==> config.mk <==
export PLATFORM = sky130hd
export DESIGN_NAME = reg_scoreboard
export DESIGN_NICKNAME = d
export VERILOG_FILES = /design/src/rtl/scoreboard_pkg.sv /design/src/rtl/sb_counter.sv /design/src/rtl/reg_scoreboard.sv
export SDC_FILE = /design/constraint.sdc
export NUM_CORES = 1
export LEC_CHECK = 0
export ABC_CLOCK_PERIOD_IN_PS = 4100
export CORE_MARGIN = 2
export CORE_UTILIZATION = 60
export CTS_CLUSTER_SIZE = 24
export DETAILED_ROUTE_END_ITERATION = 8
export PLACE_DENSITY = 0.88
export RECOVER_POWER = 25
export SLEW_MARGIN = 25
export SYNTH_ARGS = -nofsm -noshare
export SYNTH_HDL_FRONTEND = slang
export SYNTH_SLANG_ARGS = --single-unit
==> constraint.sdc <==
create_clock -name clk -period 4.1 [get_ports clk]
set_input_delay 0.615 -clock clk [delete_from_list [all_inputs] [get_ports clk]]
set_output_delay 0.615 -clock clk [all_outputs]
set_load 0.005 [all_outputs]
==> src/rtl/scoreboard_pkg.sv <==
// rtl/scoreboard_pkg.sv - shared types and defaults for the register scoreboard
package scoreboard_pkg;

  localparam int REG_IDX_W    = 5;
  localparam int NUM_REGS_DEF = 32;
  localparam int CNT_W_DEF    = 2;

  typedef enum logic [1:0] {
    RUN   = 2'd0,
    STALL = 2'd1,
    FLUSH = 2'd2
  } sb_state_t;

endpackage

==> src/rtl/sb_counter.sv <==
// rtl/sb_counter.sv - per-register outstanding-write counter, floors at zero
module sb_counter #(
  parameter int CNT_W = 2
) (
  input  logic             clk,
  input  logic             rst,
  input  logic             inc,
  input  logic             dec,
  input  logic             clr,
  output logic [CNT_W-1:0] cnt,
  output logic             underflow
);

  localparam logic [CNT_W-1:0] CNT_MAX = {CNT_W{1'b1}};

  logic [CNT_W-1:0] cnt_q, cnt_d;

  // Next count: clear wins, simultaneous inc/dec cancel, never wrap either way
  always_comb begin
    cnt_d     = cnt_q;
    underflow = 1'b0;
    if (clr) begin
      cnt_d = '0;
    end else begin
      underflow = dec && (cnt_q == '0);
      if (inc && !dec) begin
        if (cnt_q != CNT_MAX) cnt_d = cnt_q + 1'b1;
      end else if (dec && !inc) begin
        if (cnt_q != '0) cnt_d = cnt_q - 1'b1;
      end
    end
  end

  // Count register
  always_ff @(posedge clk or posedge rst) begin
    if (rst) cnt_q <= '0;
    else     cnt_q <= cnt_d;
  end

  assign cnt = cnt_q;

endmodule

==> src/rtl/reg_scoreboard.sv <==
// rtl/reg_scoreboard.sv - issue-side register scoreboard (stall counter under SCOREBOARD_STALL_CNT_EN)
module reg_scoreboard
  import scoreboard_pkg::*;
#(
  parameter int NUM_REGS = NUM_REGS_DEF,
  parameter int CNT_W    = CNT_W_DEF
) (
  input  logic                 clk,
  input  logic                 rst,
  input  logic                 issue_valid,
  output logic                 issue_ready,
  input  logic [REG_IDX_W-1:0] issue_rs1,
  input  logic [REG_IDX_W-1:0] issue_rs2,
  input  logic                 issue_rs1_used,
  input  logic                 issue_rs2_used,
  input  logic [REG_IDX_W-1:0] issue_rd,
  input  logic                 issue_RegWrite,
  input  logic                 wb_valid,
  input  logic                 wb_RegWrite,
  input  logic [REG_IDX_W-1:0] wb_rd,
  input  logic                 flush,
  output logic [NUM_REGS-1:0]  pending_mask,
  output logic                 busy,
  output logic                 err_underflow,
  output logic [31:0]          stall_cycles
);

  localparam logic [CNT_W-1:0] CNT_MAX = {CNT_W{1'b1}};

  sb_state_t state_q, state_d;
  logic [CNT_W-1:0] cnt [NUM_REGS];
  logic [NUM_REGS-1:0] uf;
  logic fire, retire, src_haz, waw_haz;
  logic err_underflow_q, err_underflow_d;

  assign cnt[0] = '0;
  assign uf[0]  = 1'b0;
  assign pending_mask[0] = 1'b0;

  // Hazards look only at registered counts, so wb_* never reaches issue_ready
  always_comb begin
    src_haz = (issue_rs1_used && (issue_rs1 != '0) && (cnt[issue_rs1] != '0)) ||
              (issue_rs2_used && (issue_rs2 != '0) && (cnt[issue_rs2] != '0));
    waw_haz = issue_RegWrite && (issue_rd != '0) && (cnt[issue_rd] == CNT_MAX);
    issue_ready = (state_q != FLUSH) && !flush && !src_haz && !waw_haz;
  end

  assign fire   = issue_valid && issue_ready;
  assign retire = wb_valid && wb_RegWrite && (wb_rd != '0) && !flush && (state_q != FLUSH);

  for (genvar i = 1; i < NUM_REGS; i++) begin : g_cnt
    logic inc_i, dec_i;
    assign inc_i = fire && issue_RegWrite && (issue_rd == REG_IDX_W'(i));
    assign dec_i = retire && (wb_rd == REG_IDX_W'(i));
    sb_counter #(.CNT_W(CNT_W)) u_cnt (
      .clk       (clk),
      .rst       (rst),
      .inc       (inc_i),
      .dec       (dec_i),
      .clr       (flush),
      .cnt       (cnt[i]),
      .underflow (uf[i])
    );
    assign pending_mask[i] = (cnt[i] != '0);
  end

  assign busy = |pending_mask;

  // Next state: flush dominates; a stalled instruction returns to RUN once it fires
  always_comb begin
    state_d = state_q;
    case (state_q)
      RUN:     if (flush) state_d = FLUSH;
               else if (issue_valid && !issue_ready) state_d = STALL;
      STALL:   if (flush) state_d = FLUSH;
               else if (fire) state_d = RUN;
      FLUSH:   state_d = flush ? FLUSH : RUN;
      default: state_d = RUN;
    endcase
  end

  // State register
  always_ff @(posedge clk or posedge rst) begin
    if (rst) state_q <= RUN;
    else     state_q <= state_d;
  end

  // Sticky underflow flag, cleared only by reset
  always_comb err_underflow_d = err_underflow_q | (|uf);

  always_ff @(posedge clk or posedge rst) begin
    if (rst) err_underflow_q <= 1'b0;
    else     err_underflow_q <= err_underflow_d;
  end

  assign err_underflow = err_underflow_q;

`ifdef SCOREBOARD_STALL_CNT_EN
  logic [31:0] stall_cycles_q, stall_cycles_d;

  // Free-running count of cycles decode was held off
  always_comb stall_cycles_d = (issue_valid && !issue_ready) ? stall_cycles_q + 32'd1 : stall_cycles_q;

  always_ff @(posedge clk or posedge rst) begin
    if (rst) stall_cycles_q <= '0;
    else     stall_cycles_q <= stall_cycles_d;
  end

  assign stall_cycles = stall_cycles_q;
`else
  assign stall_cycles = '0;
`endif

endmodule

==> flow_summary.yaml <==
outcome:
  status: "finished with violations"
  violations: "max-capacitance violations, max-slew violations"
final_layout:
  multi_input_area_sq_mm: 0.00390
  seq_area_sq_mm: 0.00163
  finalInstanceArea_sq_mm: 0.00691
  layout-drive-gt1-share_pct: 9.89
  area_delta_synth_final_pct: 14.1
  finalNonFillerCells: 982
  final_nets: 878
  fill_cells: 839
  num_antenna_cells: 0
hold_path:
  hold_class: "reg -> reg"
  hold_depth: 1
sta:
  finClkSkew_ps: 11.1
  fin_ws_ps: 131
  fin_crit_ps: 3970
  drv_slew: 47
  max_slew_margin_pct: -48.8
  fmax_mhz: 252
  grt_setup_unrepaired: "false"
  fin_setup_tns_ps: 0
  hold_slack_ps: 528
  hold_viol_final: 0
  finalSetupViolations: 0
  finalCritPeriodShare_pct: 96.8
  worst-slew-pin-transition_ps: 2220
routing:
  vias: 6938
  detail_route.wl_per_cell_um: 23.7
  route.detailed.drc: 0
  drtIter0Drc: 1090
  drt-pass1-iter-count: 6
  drt-total-wl_um: 23300
  viasPerCell: 7.07
  antenna_left: 0
synthesis:
  synth_cells: 790
  ys_types: 81
  synth_top_area_share_pct: 26.9
  ys_ff_latch: 65
  synth-edff-count: 0
  yosys.area.top_type: "dfrtp_1"
  synth_ff_type: "dfrtp_1"
  ys_seq_area_share_pct: 26.9
  syn_area_per_cell_sq_um: 7.66
  yosysWarnings: 0
  synthTopCellsByArea: "dfrtp_1, nand2_1, nor2_1, buf_4, mux4_2"
  async_flop_share_pct: 100
  syn_area_sq_mm: 0.00605
clocking:
  post_cts_buffers: 0
  htreeDepth: 3
  clock_latency_ps: 370
  clkTransAtPathRegs_ps: 80
  cts.sinks: 65
  cts_buffer_depth: 2
  cts_inserted_buffers: 9
  ctsHoldBuffers: 0
  cts_tree: "done"
  cts_root_buf: "clkbuf_8"
  cts_resized: 0
critical_path:
  path_max_fanout: 13
  crit_path_end_kind: "output pin"
  reg2reg_depth: 9
  cp.arrival_ps: 3350
  startpoint_type: "input port"
  crit_type: "in -> out"
  cp_data_required_time_ps: 3480
placement:
  gp_congestion: 1.04
  dp_slack_ps: 267
  port_buffers: 62
  place_area_sq_mm: 0.00672
  post-dp-hpwl_um: 17400
  dpl.cell_count: 967
grt:
  grt-ovfl-total: 0
  grt_pass1_wl_um: 36000
  track_usage_pct: 42.7
  antenna_found_initial: 0
  grt_pass1_vias: 6553
  grt_max_degree: 64
floorplanning:
  core_sq_mm: 0.00977
  die-area_sq_mm: 0.0109
  start_util_pct: 61.9
  ioPinCount: 96
  rows: 36
  die_height_um: 104
  die_x_um: 104
pwr:
  ir_drop_mv: 0.185
  p_per_area_mw_per_mm2: 228
  p_leak_nw: 2.86
job:
  maxCapViolCount: 1
-- per-stage QoR --
stage,total power (W),utilization [%]
floorplan,0.000903,-
global placement,0.000994,68.8
detailed placement,0.00101,68.8
CTS,0.00155,70.6
global route,0.00162,70.6
finish,0.00157,70.6
-- registers in the layout, summed over array words and instances (netlist names) --
| register | cells |
|---|---|
| g_cnt.u_cnt.cnt | 62 |
| err_underflow | 1 |
| state_q | 2 |
-- worst max-delay path: stages --
cell,delay [ps]
clkdlybuf4s50_1,830
a2111oi_0,230
a21oi_1,170
o221ai_1,130
a32oi_1,400
nand4bb_1,280
inv_1,180
clkdlybuf4s50_1,520
-- layout by cell type, fill, tap and decap left out, types with 10 or more instances in the layout --
cell type        instances
clkdlybuf4s50_1         60
nand2b_1                16
conb_1                  33
nand2_1                 81
o21ai_0                 40
nor2b_1                 12
mux4_2                  11
buf_4                   28
inv_1                   41
o211ai_1                28
nor2_1                  81
a21oi_1                 46
nor3_1                  34
a221oi_1                12
nand3_1                 27
and2_1                  10
dfrtp_1                 65
a211oi_1                20
o22ai_1                 10
nand4_1                 15
-- layout make-up --
type / instances / area share (%)
flip-flops and latches: 65 / 23.6
clock inverters: 6 / 0.870
inverters: 44 / 2.41
well taps: 133 / 2.41
repair buffers: 92 / 12.5
clock buffers: 9 / 1.79
multi-input cells: 633 / 56.4
-- routing by layer --
layer,part of all wire (%),GRT usage [%],vias to the layer above
li1,-,-,2968
met1,35,56.5,3206
met2,43,64.8,622
met3,16,11.3,142
met4,6.0,20.8,0
met5,0,0,-
-- logic make-up after synthesis --
logic type / count (synthesis) / share of synthesized area, %
AO/OA/AOI/OAI: 233 / 26.7
XOR/XNOR: 7 / 1.01
adder cells (fa/ha/maj): 4 / 0.827
buffers and inverters: 124 / 10.7
flip-flops: 65 / 26.9
multiplexers: 16 / 4.98
other: 1 / 0.0619
AND/OR/NAND/NOR: 340 / 28.8
-- synthesized netlist by cell type, types with 5 or more instances --
master,count
and3_1,9
a211oi_1,20
a21oi_1,46
o31ai_1,8
nor3_1,34
and2_1,10
a311oi_1,7
buf_2,15
o22ai_1,10
or4_1,6
nand3_1,27
o21ai_0,40
inv_1,42
o211ai_1,28
buf_4,35
nand2_1,81
a221oi_1,12
mux4_2,11
nand4_1,15
a32oi_1,5
a31oi_1,9
nor2_1,81
xnor2_1,6
nand2b_1,16
clkbuf_1,25
or2_1,5
dfrtp_1,65
and4_1,6
nor2b_1,12
-- power breakdown --
part	switching, W	total, W	internal, W	leakage (nW)
clock network	0.000290	0.000564	0.000274	0.0909
registers	0.0000119	0.000663	0.000651	0.901
logic	0.000221	0.000345	0.000124	1.87
total	0.000523	0.00157	0.00105	2.86
-- final timing paths --
path | from | end | slack (ps)
worst max-delay path | issue_rs2[2] | issue_ready | 130
worst min register to register | g_cnt[31].u_cnt.cnt[0] | g_cnt[31].u_cnt.cnt[0] | 530
max in group asynchronous | rst | g_cnt[10].u_cnt.cnt[1] | 1710
worst min-delay path | g_cnt[31].u_cnt.cnt[0] | g_cnt[31].u_cnt.cnt[0] | 530
min in group asynchronous | rst | g_cnt[30].u_cnt.cnt[1] | 1290
worst max register to register | g_cnt[17].u_cnt.cnt[0] | g_cnt[27].u_cnt.cnt[0] | 580
No activity file was read; power rests on OpenSTA's default activity.
==> RTL change 1 (same settings) <==
Build with the macro `SCOREBOARD_STALL_CNT_EN` defined.
--- a/src/rtl/reg_scoreboard.sv
+++ b/src/rtl/reg_scoreboard.sv
@@ -1,4 +1,6 @@
 // rtl/reg_scoreboard.sv - issue-side register scoreboard (stall counter under SCOREBOARD_STALL_CNT_EN)
+`define SCOREBOARD_STALL_CNT_EN
+
 module reg_scoreboard
   import scoreboard_pkg::*;
 #(
Behaviour: not the same (Yosys sat finds a counterexample within 4 cycles, from zero or initial values and one cycle with rst high).
==> RTL change 1 against the unedited design <==
  * Routed wire length grew 16%
  * Power increased by 62%
  * Cell area increased by 34%
  * Sequential power increased by 57%
  * Largest cell class unchanged
  * Area after synthesis is 27% higher
  * Largest power group unchanged
  * Via count is 19% higher
  * The run still ends with max-capacitance violations, max-slew violations left
  * Clock skew down 0.00064 ns
  * Sequential cell count grew 32
  * Setup slack improved by 0.0049 ns
==> RTL change 1: results (changes against the unedited design) <==
run status=finished, violations left; failing checks=max-capacitance violations, max-slew violations; reg-to-reg critical path endpoint=g_cnt[24].u_cnt.cnt[1]; overall routed net length=27.03 mm (+16%); Post-synth top cells=nor2_1, dfrtp_1, nand2_1; global routing usage on met2=57.68% (-7.1 points); ratio of cells with drive above 1 in the final layout=12.30% (+2.4 points); drt pass-1 iters=8 (+2); Worst Setup SP=issue_rd[0]; hpwl dp=19.72 mm (+13%); worst hold endpoint=stall_cycles[31]; buffers added on ports=94 (+52%); R2R Setup Slk=0.56 ns (-0.02 ns); Max Cap Violations=1 (unchanged); routed wl met2=11.49 mm (+15%); startpoint of the worst hold path=stall_cycles[31]; vias in the first global route=7600 (+16%); Seq/Total Area, Yosys=31.50% (+4.6 points); DR iter-0 viols=1191 (+9.3%); Vias=8284 (+19%); Power Sequential=1.04 mW (+57%); max incr delay on CP=0.66 ns (-0.17 ns); Top Metal Used=met4; Flop pwr share=41.0% (-1.2 points); # nets final=1045 (+19%); number of library cell types mapped by synthesis=89 (+9.9%); M3 GR Usage=11.72% (+0.44 points); Final Wtd Congestion=1.059 (+2.0%); Lkg Pwr=3.851 nW (+34%); most area-consuming cells after synthesis=dfrtp_1, mux4_2, nor2_1; met1 usage=52.04% (-4.5 points); net load switching power=0.8548 mW (+64%); worst vdd ir=0.1833 mV (-1.1%); max-slew violation count=62 (+32%); hold slack=0.4697 ns (-0.05852 ns); met3 WL=3.892 mm (+4.9%); placed instance area=8926 µm² (+33%); Worst Skew=0.01046 ns (-0.0006383 ns); relative slew slack=-49.51% (-0.73 points); first-pass GRT wire length=42.48 mm (+18%); total global-route track usage=39.11% (-3.6 points); reg2reg start=g_cnt[6].u_cnt.cnt[0]; wl on met1=9.995 mm (+23%); CTS root buf=clkbuf_16
[RTL change 1: logic make-up after synthesis]
kind of cell	after synthesis	synth area share [%]
AND/OR/NAND/NOR	434	30.62
other	1	0.04866
adder cells (fa/ha/maj)	5	0.8118
flip-flops	97	31.50
multiplexers	26	6.397
XOR/XNOR	46	5.228
buffers and inverters	115	6.332
AO/OA/AOI/OAI	199	19.06
[RTL change 1: cell type report]
type / instances / area, µm²
Clock buffer: 10 / 239.0
Fill cell: 978 / 3347
Multi-Input combinational cell: 711 / 4791
Clock inverter: 6 / 61.31
Inverter: 55 / 206.4
Sequential cell: 97 / 2427
Tap cell: 172 / 215.2
Timing Repair Buffer: 137 / 1281
[RTL change 1: through the flow]
stage	setup WS (ns)	instances
3_3_place_gp	0.2335	1172
3_5_place_dp	0.1791	1172
2_1_floorplan	0.9303	923
5_1_grt	0.06174	1188
6_report	0.1359	1188
4_1_cts	0.1611	1188
==> RTL change 2 (config.mk and constraints unchanged) <==
Made on the original files. Put one more register stage on the output `err_underflow`. The value now appears one clock later. The other outputs are not delayed to match.
--- a/src/rtl/reg_scoreboard.sv
+++ b/src/rtl/reg_scoreboard.sv
@@ -93,7 +93,9 @@
     else     err_underflow_q <= err_underflow_d;
   end
 
-  assign err_underflow = err_underflow_q;
+  always_ff @(posedge clk) begin
+    err_underflow <= err_underflow_q;
+  end
 
 `ifdef SCOREBOARD_STALL_CNT_EN
   logic [31:0] stall_cycles_q, stall_cycles_d;
Function: changed (Yosys sat finds a counterexample within 4 cycles, from zero or initial values and one cycle with rst high).
==> RTL change 2 against the unedited design <==
  * Setup slack better by 0.040 ns
  * Core utilization grew 0.14 points
  * Cell count rose by 10%
  * Routed wire length increased by 13%
  * Cell area grew 10%
  * Register-to-register slack better by 0.28 ns
  * Critical path type unchanged
  * Largest power group unchanged
  * Area after synthesis is 8.7% higher
  * Sequential cell count rose by 1
  * Power increased by 4.3%
==> RTL change 2: results (changes against the unedited design) <==
run status=finished, final reports clean; overall routed net length=26.37 mm (+13%); WL/cell=24.35 µm (+2.8%); net load switching power=0.5865 mW (+12%); Post-synth top cells=nor2_1, nand2_1, dfrtp_1; crit-path max FO=28 (+15); Core Util, Final=70.78% (+0.14 points); Seq/Total Area, Yosys=25.03% (-1.8 points); drt pass-1 iters=9 (+3); placed instance area=7430 µm² (+11%); P_comb=0.444 mW (+29%); Vias=7631 (+10%); number of library cell types mapped by synthesis=78 (-3.7%); first-pass GRT wire length=39.76 mm (+10%); worst vdd ir=0.2740 mV (+48%); vias in the first global route=6743 (+2.9%); Lkg Pwr=3.156 nW (+10%); total global-route track usage=45.60% (+2.9 points); DR iter-0 viols=1280 (+17%); worst slack at placement=0.1899 ns (-0.07668 ns); relative slew slack=24.44% (+73 points); placed cells=1066 (+10%); asr flop ratio synth=98.48% (-1.5 points); die width=108.7 µm (+4.1%); Final Wtd Congestion=1.089 (+4.9%); Worst Skew=0.006595 ns (-0.004504 ns)
==> RTL change 2: worst paths after layout <==
kind / startpoint / endpoint / slack [ns] / cells after the start
worst min register to register: err_underflow_q / err_underflow / 0.38 / 0
max in group asynchronous: rst / g_cnt[26].u_cnt.cnt[1] / 1.59 / 3
min in group asynchronous: rst / g_cnt[5].u_cnt.cnt[0] / 0.87 / 2
worst max register to register: g_cnt[31].u_cnt.cnt[0] / g_cnt[20].u_cnt.cnt[0] / 0.86 / 11
worst min-delay path: err_underflow_q / err_underflow / 0.38 / 0
worst max-delay path: issue_rd[1] / issue_ready / 0.17 / 9
==> RTL change 2: worst max-delay path, cell delays in order <==
cell             delay [ns]
clkdlybuf4s50_1        0.51
buf_12                 0.21
mux4_2                 0.54
a22oi_1                0.20
a21oi_1                0.14
o21bai_1               0.21
nand3_1                0.18
nor3_1                 0.16
clkdlybuf4s50_1        0.53
==> RTL change 2: layout make-up <==
type / instances / area share [%]
Timing Repair Buffer: 112 / 13.65
Inverter: 42 / 2.073
Multi-Input combinational cell: 707 / 58.07
Tap cell: 140 / 2.303
Clock buffer: 11 / 1.859
Clock inverter: 5 / 0.3948
Sequential cell: 66 / 21.65
==> RTL change 2: metal layers <==
metal	global-route usage, %	part of all wire (%)	wire [µm]
met1	61.90	38	10140
met2	68.84	44	11530
met3	10.28	13	3361
met4	21.61	5.1	1337
met5	0	0	0
==> RTL change 2: cell families (layout without fill, tap and decap cells) <==
family / Yosys count / in the layout
other cells: 1 / 33
buf+inv: 125 / 170
fa+ha+maj: 4 / 4
compound gates: 215 / 215
xor+xnor: 5 / 5
simple gates: 422 / 422
flops: 66 / 66
mux: 28 / 28
==> RTL change 2: timing repair <==
item / CTS / global route
endpoints found under the setup margin: 0 / 1
endpoints found under the hold margin: 0 / 0
setup buffers: 0 / 1
